===== src/rtl/rp_harness_pkg.sv =====
// Shared command codes, error code and FSM state encoding for the
// byte-stream harness engine.
package rp_harness_pkg;

  localparam logic [7:0] CMD_READ    = 8'h68;  // 'h'
  localparam logic [7:0] CMD_HALT    = 8'h69;  // 'i'
  localparam logic [7:0] CMD_RST_ON  = 8'h6A;  // 'j'
  localparam logic [7:0] CMD_RST_OFF = 8'h6B;  // 'k'
  localparam logic [7:0] CMD_STEP1   = 8'h6C;  // 'l'
  localparam logic [7:0] CMD_LOAD    = 8'h6D;  // 'm'
  localparam logic [7:0] CMD_STEPN   = 8'h70;  // 'p'
  localparam logic [7:0] ERR_CODE    = 8'hEE;

  typedef enum logic [2:0] {
    ST_IDLE,
    ST_LOAD,
    ST_CNT_LO,
    ST_CNT_HI,
    ST_STEP,
    ST_SEND,
    ST_HALT
  } state_t;

  function automatic int byte_count(input int width);
    return (width + 7) / 8;
  endfunction

endpackage


===== src/rtl/rp_byte_serializer.sv =====
// Emits a loaded parallel word as an LSB-first byte stream over valid/ready;
// LEN bytes are sent and the byte on tx_data is held until it is taken.
module rp_byte_serializer #(
  parameter int NBYTES = 4,
  parameter int LW     = $clog2(NBYTES + 1)
) (
  input  logic                  clk,
  input  logic                  rst,
  input  logic                  load,
  input  logic [NBYTES*8-1:0]   load_data,
  input  logic [LW-1:0]         load_len,
  output logic [7:0]            tx_data,
  output logic                  tx_valid,
  input  logic                  tx_ready,
  output logic                  done
);

  logic [NBYTES*8-1:0] shreg;
  logic [NBYTES*8-1:0] shreg_nxt;
  logic [LW-1:0]       remaining;

  assign shreg_nxt = shreg >> 8;
  assign done      = tx_valid && tx_ready && (remaining == LW'(1));

  always_ff @(posedge clk or posedge rst) begin
    if (rst) begin
      shreg     <= '0;
      remaining <= '0;
      tx_valid  <= 1'b0;
      tx_data   <= 8'h00;
    end else if (load) begin
      shreg     <= load_data;
      remaining <= load_len;
      tx_valid  <= 1'b1;
      tx_data   <= load_data[7:0];
    end else if (tx_valid && tx_ready) begin
      if (remaining == LW'(1)) begin
        tx_valid <= 1'b0;
      end else begin
        shreg     <= shreg_nxt;
        tx_data   <= shreg_nxt[7:0];
        remaining <= remaining - LW'(1);
      end
    end
  end

endmodule


===== src/rtl/rp_stream_harness.sv =====
// Byte-stream command engine: decodes host commands, loads the target input
// vector, steps the target through dut_ce and streams output snapshots back.
module rp_stream_harness
  import rp_harness_pkg::*;
#(
  parameter int IN_WIDTH  = 32,
  parameter int OUT_WIDTH = 32,
  parameter int STEP_W    = 16
) (
  input  logic                 clk,
  input  logic                 rst,
  input  logic [7:0]           rx_data,
  input  logic                 rx_valid,
  output logic                 rx_ready,
  output logic [7:0]           tx_data,
  output logic                 tx_valid,
  input  logic                 tx_ready,
  output logic [IN_WIDTH-1:0]  dut_in,
  input  logic [OUT_WIDTH-1:0] dut_out,
  output logic                 dut_rst,
  output logic                 dut_ce,
  output logic                 halted
);

  localparam int IN_BYTES  = byte_count(IN_WIDTH);
  localparam int OUT_BYTES = byte_count(OUT_WIDTH);
  localparam int BCW       = (IN_BYTES > 1) ? $clog2(IN_BYTES) : 1;
  localparam int LW        = $clog2(OUT_BYTES + 1);
  localparam logic [BCW-1:0] LAST_BYTE = BCW'(IN_BYTES - 1);
  localparam logic [LW-1:0]  SNAP_LEN  = LW'(OUT_BYTES);
  localparam logic [LW-1:0]  ERR_LEN   = LW'(1);

  state_t                state;
  state_t                state_nxt;
  logic [IN_BYTES*8-1:0] shadow;
  logic [IN_BYTES*8-1:0] shadow_nxt;
  logic [BCW-1:0]        byte_cnt;
  logic [7:0]            cnt_lo;
  logic [STEP_W-1:0]     step_cnt;
  logic [STEP_W-1:0]     cnt_n;
  logic                  err_q;
  logic                  rx_fire;
  logic                  ser_load;
  logic                  ser_err;
  logic                  ser_done;
  logic [OUT_BYTES*8-1:0] ser_data;
  logic [LW-1:0]         ser_len;

  assign rx_fire  = rx_valid && rx_ready;
  assign rx_ready = !rst && (state inside {ST_IDLE, ST_LOAD, ST_CNT_LO, ST_CNT_HI, ST_HALT});
  assign dut_ce   = (state == ST_STEP);
  assign halted   = (state == ST_HALT);

  // Step count is the little-endian pair truncated to STEP_W bits.
  generate
    if (STEP_W > 8) begin : g_cnt_wide
      assign cnt_n = {rx_data[STEP_W-9:0], cnt_lo};
    end else begin : g_cnt_narrow
      assign cnt_n = cnt_lo[STEP_W-1:0];
    end
  endgenerate

  always_comb begin
    shadow_nxt = shadow;
    shadow_nxt[{byte_cnt, 3'b000} +: 8] = rx_data;
  end

  // Snapshot is zero-padded; an error reply reuses the same path with one byte.
  always_comb begin
    ser_data = '0;
    if (ser_err) begin
      ser_data[7:0] = ERR_CODE;
    end else begin
      ser_data[OUT_WIDTH-1:0] = dut_out;
    end
    ser_len = ser_err ? ERR_LEN : SNAP_LEN;
  end

  always_comb begin
    state_nxt = state;
    ser_load  = 1'b0;
    ser_err   = 1'b0;
    case (state)
      ST_IDLE: begin
        if (rx_fire) begin
          case (rx_data)
            CMD_READ: begin
              ser_load  = 1'b1;
              state_nxt = ST_SEND;
            end
            CMD_HALT:    state_nxt = ST_HALT;
            CMD_RST_ON:  state_nxt = ST_IDLE;
            CMD_RST_OFF: state_nxt = ST_IDLE;
            CMD_STEP1:   state_nxt = ST_STEP;
            CMD_LOAD:    state_nxt = ST_LOAD;
            CMD_STEPN:   state_nxt = ST_CNT_LO;
            default: begin
              ser_load  = 1'b1;
              ser_err   = 1'b1;
              state_nxt = ST_SEND;
            end
          endcase
        end
      end
      ST_LOAD: begin
        if (rx_fire && (byte_cnt == LAST_BYTE)) state_nxt = ST_IDLE;
      end
      ST_CNT_LO: begin
        if (rx_fire) state_nxt = ST_CNT_HI;
      end
      ST_CNT_HI: begin
        if (rx_fire) state_nxt = (cnt_n == '0) ? ST_IDLE : ST_STEP;
      end
      ST_STEP: begin
        if (step_cnt == STEP_W'(1)) state_nxt = ST_IDLE;
      end
      ST_SEND: begin
        if (ser_done) state_nxt = err_q ? ST_HALT : ST_IDLE;
      end
      ST_HALT: state_nxt = ST_HALT;
      default: state_nxt = ST_IDLE;
    endcase
  end

  always_ff @(posedge clk or posedge rst) begin
    if (rst) begin
      state    <= ST_IDLE;
      shadow   <= '0;
      byte_cnt <= '0;
      cnt_lo   <= 8'h00;
      step_cnt <= '0;
      err_q    <= 1'b0;
      dut_in   <= '0;
      dut_rst  <= 1'b1;
    end else begin
      state <= state_nxt;
      if (ser_load) err_q <= ser_err;
      case (state)
        ST_IDLE: begin
          if (rx_fire) begin
            if (rx_data == CMD_RST_ON)  dut_rst  <= 1'b1;
            if (rx_data == CMD_RST_OFF) dut_rst  <= 1'b0;
            if (rx_data == CMD_STEP1)   step_cnt <= STEP_W'(1);
            if (rx_data == CMD_LOAD)    byte_cnt <= '0;
          end
        end
        // dut_in only ever takes a complete shadow word, never a partial one.
        ST_LOAD: begin
          if (rx_fire) begin
            shadow <= shadow_nxt;
            if (byte_cnt == LAST_BYTE) begin
              dut_in   <= shadow_nxt[IN_WIDTH-1:0];
              byte_cnt <= '0;
            end else begin
              byte_cnt <= byte_cnt + BCW'(1);
            end
          end
        end
        ST_CNT_LO: begin
          if (rx_fire) cnt_lo <= rx_data;
        end
        ST_CNT_HI: begin
          if (rx_fire) step_cnt <= cnt_n;
        end
        ST_STEP: step_cnt <= step_cnt - STEP_W'(1);
        default: ;
      endcase
    end
  end

  rp_byte_serializer #(
    .NBYTES (OUT_BYTES),
    .LW     (LW)
  ) u_ser (
    .clk       (clk),
    .rst       (rst),
    .load      (ser_load),
    .load_data (ser_data),
    .load_len  (ser_len),
    .tx_data   (tx_data),
    .tx_valid  (tx_valid),
    .tx_ready  (tx_ready),
    .done      (ser_done)
  );

endmodule


===== config.mk =====
export PLATFORM = sky130hd
export DESIGN_NAME = rp_stream_harness
export DESIGN_NICKNAME = d
export VERILOG_FILES = /design/src/rtl/rp_harness_pkg.sv /design/src/rtl/rp_byte_serializer.sv /design/src/rtl/rp_stream_harness.sv
export SDC_FILE = /design/constraint.sdc
export NUM_CORES = 1
export LEC_CHECK = 0
export ABC_AREA = 1
export BUFFER_PORTS_ARGS = -buffer_cell sky130_fd_sc_hd__buf_4
export CAP_MARGIN = 20
export CELL_PAD_IN_SITES_DETAIL_PLACEMENT = 1
export CELL_PAD_IN_SITES_GLOBAL_PLACEMENT = 1
export CORE_MARGIN = 1
export CORE_UTILIZATION = 43
export DETAILED_ROUTE_END_ITERATION = 8
export PLACE_DENSITY_LB_ADDON = 0.12
export SLEW_MARGIN = 10
export SYNTH_ARGS = -nofsm -noshare
export SYNTH_HDL_FRONTEND = slang
export SYNTH_SLANG_ARGS = --single-unit

===== constraint.sdc =====
create_clock -name clk -period 4.6 [get_ports clk]
set_input_delay 0.46 -clock clk [delete_from_list [all_inputs] [get_ports clk]]
set_output_delay 0.46 -clock clk [all_outputs]
set_load 0.005 [all_outputs]

==> parameters.txt <==
Parameter                              Value

Cells and area
  Filler Cells Inserted    roughly 2k
  Most frequent cells in the layout    sky130_fd_sc_hd__nand2_1, sky130_fd_sc_hd__dfrtp_1, sky130_fd_sc_hd__o21ai_0, sky130_fd_sc_hd__inv_1, sky130_fd_sc_hd__buf_4
  Share of final-layout standard cells stronger than drive strength 1    17.0%
  Post-synthesis to final-layout area growth    16.9%
  Final #Nets    1033
  Most common library cell in the layout ignoring fill and taps    sky130_fd_sc_hd__nand2_1
  # diodes    0
  Cell area after layout    8290 µm²

Worst setup path
  Data arrival time at the worst-slack endpoint    roughly 3300 ps
  Sort of element at the start of the critical path    input port
  Worst setup EP type    flop
  Most frequent CP cell    sky130_fd_sc_hd__nand2_1
  Critical Path Fanout Max    49
  Logic depth of the worst setup path including buffers    10
  Worst r2r path cells    10
  Critical path, cell by cell    dlygate4sd3_1 -> buf_4 -> inv_6 -> nand3_4 -> nor2_4 -> nand3_2 -> nand2_1 -> inv_2 -> nand2_1 -> o21ai_1
  Number of buffer and inverter instances along the worst setup path    4
  Master of the slowest instance on the critical path    sky130_fd_sc_hd__nand3_2
  Top delay family on crit path    simple AND/OR/NAND/NOR gates
  CP Class    input port to flop
  Critical Path RT    slightly below 5000 ps
  Slowest cell delay on critical path    about 740 ps

Timing
  Clock skew after layout    roughly 7.9 ps
  Min Tclk post-route    2950 ps
  Final setup violation count    0
  Achievable Freq    between 300 and 400 MHz
  Number of hold violations in the final report    0
  Relative slew slack    31.2%
  Unrepaired setup endpoints after global routing    false
  Final period util    64.1%
  Number of max-slew violations in the final report    0
  Worst-margin pin slew    1030 ps
  Accumulated negative setup slack    0 ps

Synthesis
  Post-synthesis mux area share    0%
  Fraction of the mapped netlist area in adder cells    1.76%
  Dominant combinational cell family by area after synthesis    simple AND/OR/NAND/NOR gates
  Share of the synthesized area in compound gates (AO/OA/AOI/OAI)    15.1%
  Distinct cell type count after synthesis    35
  Most area-consuming cells after synthesis    sky130_fd_sc_hd__dfrtp_1, sky130_fd_sc_hd__nand2_1, sky130_fd_sc_hd__o21ai_0, sky130_fd_sc_hd__inv_1, sky130_fd_sc_hd__o21ai_1
  Register area share after synthesis    46.3%
  Number of instances in the synthesized netlist    slightly above 900
  Post-synthesis sequential element count    about 130
  Synth Area in XOR/XNOR    less than 1%
  Post-synthesis instance area    7090 µm²
  Area share of the largest cell type after synthesis    45.9%
  Area leader, netlist    sky130_fd_sc_hd__dfrtp_1
  Yosys synthesis warning count    0
  Number of nets in the synthesized netlist    977
  Synth Area in Simple Gates    25.3%
  Average footprint of a synthesized cell    7.68 µm²

CTS
  Insertion delay to the later sink of the worst-skew pair    430 ps
  Clock-pin slew reported for the worst setup and hold paths after clock tree synthesis    60 ps
  Maximum buffer depth of the clock tree    2
  Hold buffer count at cts    1
  TritonCTS clock tree    built
  Post-CTS repair timing setup buffer count    0
  Clock H-tree levels    4
  Number of instances resized during post-cts repair    0
  CTS buffer count    17
  TritonCTS sink count    between 100 and 150
  Clock root buffer    sky130_fd_sc_hd__clkbuf_16

Routing
  Detail-routed via count per cell    between 5 and 6
  Total via count after detailed routing    6343
  First-pass iteration count of the detailed router    4
  Total length of routed wires    19900 µm
  Detailed router's first-iteration violation count    413
  Mean routed wirelength per cell    16.5 µm
  Remaining number of nets flagged by the antenna check after routing    0
  Post-route DRC violation count    0

Run
  MaxCap Viol Count    0

Placement
  Port buffer count    88
  HPWL after detailed placement    13500 µm
  Placement-stage cell area    between 7000 and 8000 µm²
  Routability-driven placement congestion ratio    a little over 0.8

Global routing
  Total routing usage reported by global routing    approximately 25%
  Wire length of the first global-routing pass    between 30000 and 40000 µm
  Antenna violations before repair    0
  Largest net degree at the start of global routing    66
  Number of global-route vias before repair    6519
  Remaining global-route overflow    0

Pwr
  Reported leakage power    4.24 nW
  Peak supply drop    0.320 mV
  Ratio of total power to cell area    672 nW/µm²

Die
  Initial cell density of the core    44.3%
  Floorplan die height    130 µm
  Width of the chip    approximately 130 µm
  I/O pin count    between 80 and 90
  Std-Cell Rows    46
  Die Outline Area    17000 µm²
  Area inside the core boundary    16000 µm²

Hold path
  Kind of path behind the tightest hold check    input port to flop
  Cell depth of the worst min-delay path    2

Run status
  Result of the run    finished clean
-- cell families (layout without fill, tap and decap cells) --
family / count (synthesis) / count (layout)
adders and majority gates: 10 / 10
DFF: 131 / 131
xor gates and xnor gates: 2 / 2
and+or+nand+nor: 390 / 390
buffers and inverters: 185 / 254
AOI/OAI and AO/OA: 205 / 205
-- registers in the layout, summed over array words and instances (netlist names) --
signal,count
byte_cnt,2
cnt_lo,8
dut_in,32
dut_rst,1
err_q,1
shadow,32
state,3
step_cnt,16
u_ser.remaining,3
u_ser.shreg,25
u_ser.tx_data,7
u_ser.tx_valid,1
-- path summary, 6_finish.rpt --
| kind | from | end | slack, ps |
|---|---|---|---|
| max | rst | u_ser.shreg[25] | 1650 |
| min | rx_data[0] | dut_rst | 270 |
| max reg2reg | state[0] | u_ser.shreg[25] | 1820 |
| min reg2reg | u_ser.tx_data[2] | u_ser.tx_data[2] | 480 |
| max in group asynchronous | rst | byte_cnt[1] | 2360 |
| min in group asynchronous | rst | u_ser.tx_data[6] | 530 |
-- cell usage after synthesis (all sizes together) --
master / count
dfrtp: 130
o21ai: 159
nand3b: 14
o21bai: 1
nor4: 2
a31oi: 1
nand2: 243
nand3: 42
xor2: 2
nand4: 29
nor2b: 1
clkbuf: 18
buf: 38
inv: 129
o211ai: 1
dfstp: 1
nor3: 10
or2: 1
o22ai: 24
nor2: 48
a21boi: 1
ha: 10
a21oi: 18
-- through the flow --
step           power, W  setup slack [ps]  hold WS [ps]  util [%]  instances
2_1_floorplan   0.00358               204           450         -        923
5_1_grt         0.00604              1380           263      51.8       1208
4_1_cts         0.00560              1640           261      51.8       1208
3_5_place_dp    0.00429              1770           408      48.3       1175
3_3_place_gp    0.00421              1830           409      48.3       1175
6_report        0.00557              1650           270      51.8       1208
-- area by class of cell --
| type | count | area [µm²] | share of cell area (%) |
|---|---|---|---|
| Sequential cell | 131 | 3280 | 39.6 |
| Multi-Input combinational cell | 607 | 3010 | 36.3 |
| Timing Repair Buffer | 93 | 701 | 8.45 |
| Inverter | 129 | 489 | 5.90 |
| Clock buffer | 18 | 439 | 5.30 |
| Tap cell | 216 | 270 | 3.26 |
| Clock inverter | 14 | 106 | 1.28 |
-- worst reg2reg max path, delay by kind of cell (launching register included) --
kind | cells | cell delay, ps
compound gates | 1 | 60
buf+inv | 2 | 240
flops | 1 | 450
simple gates | 7 | 1920
-- report_power, final --
| part | leakage (nW) | total [W] | switching [W] | internal, W |
|---|---|---|---|---|
| sequential | 1.67 | 0.00190 | 0.000278 | 0.00162 |
| clock | 0.259 | 0.00126 | 0.000553 | 0.000707 |
| combinational | 2.31 | 0.00241 | 0.00155 | 0.000860 |
-- routing by layer --
metal,share of wire [%],vias up,global-route usage [%]
met1,47,3094,33.3
met2,49,110,42.1
met5,0,-,0
met3,2.7,31,4.19
met4,1.9,0,8.86
li1,-,3108,-
Power figures use the tool's default switching activity.
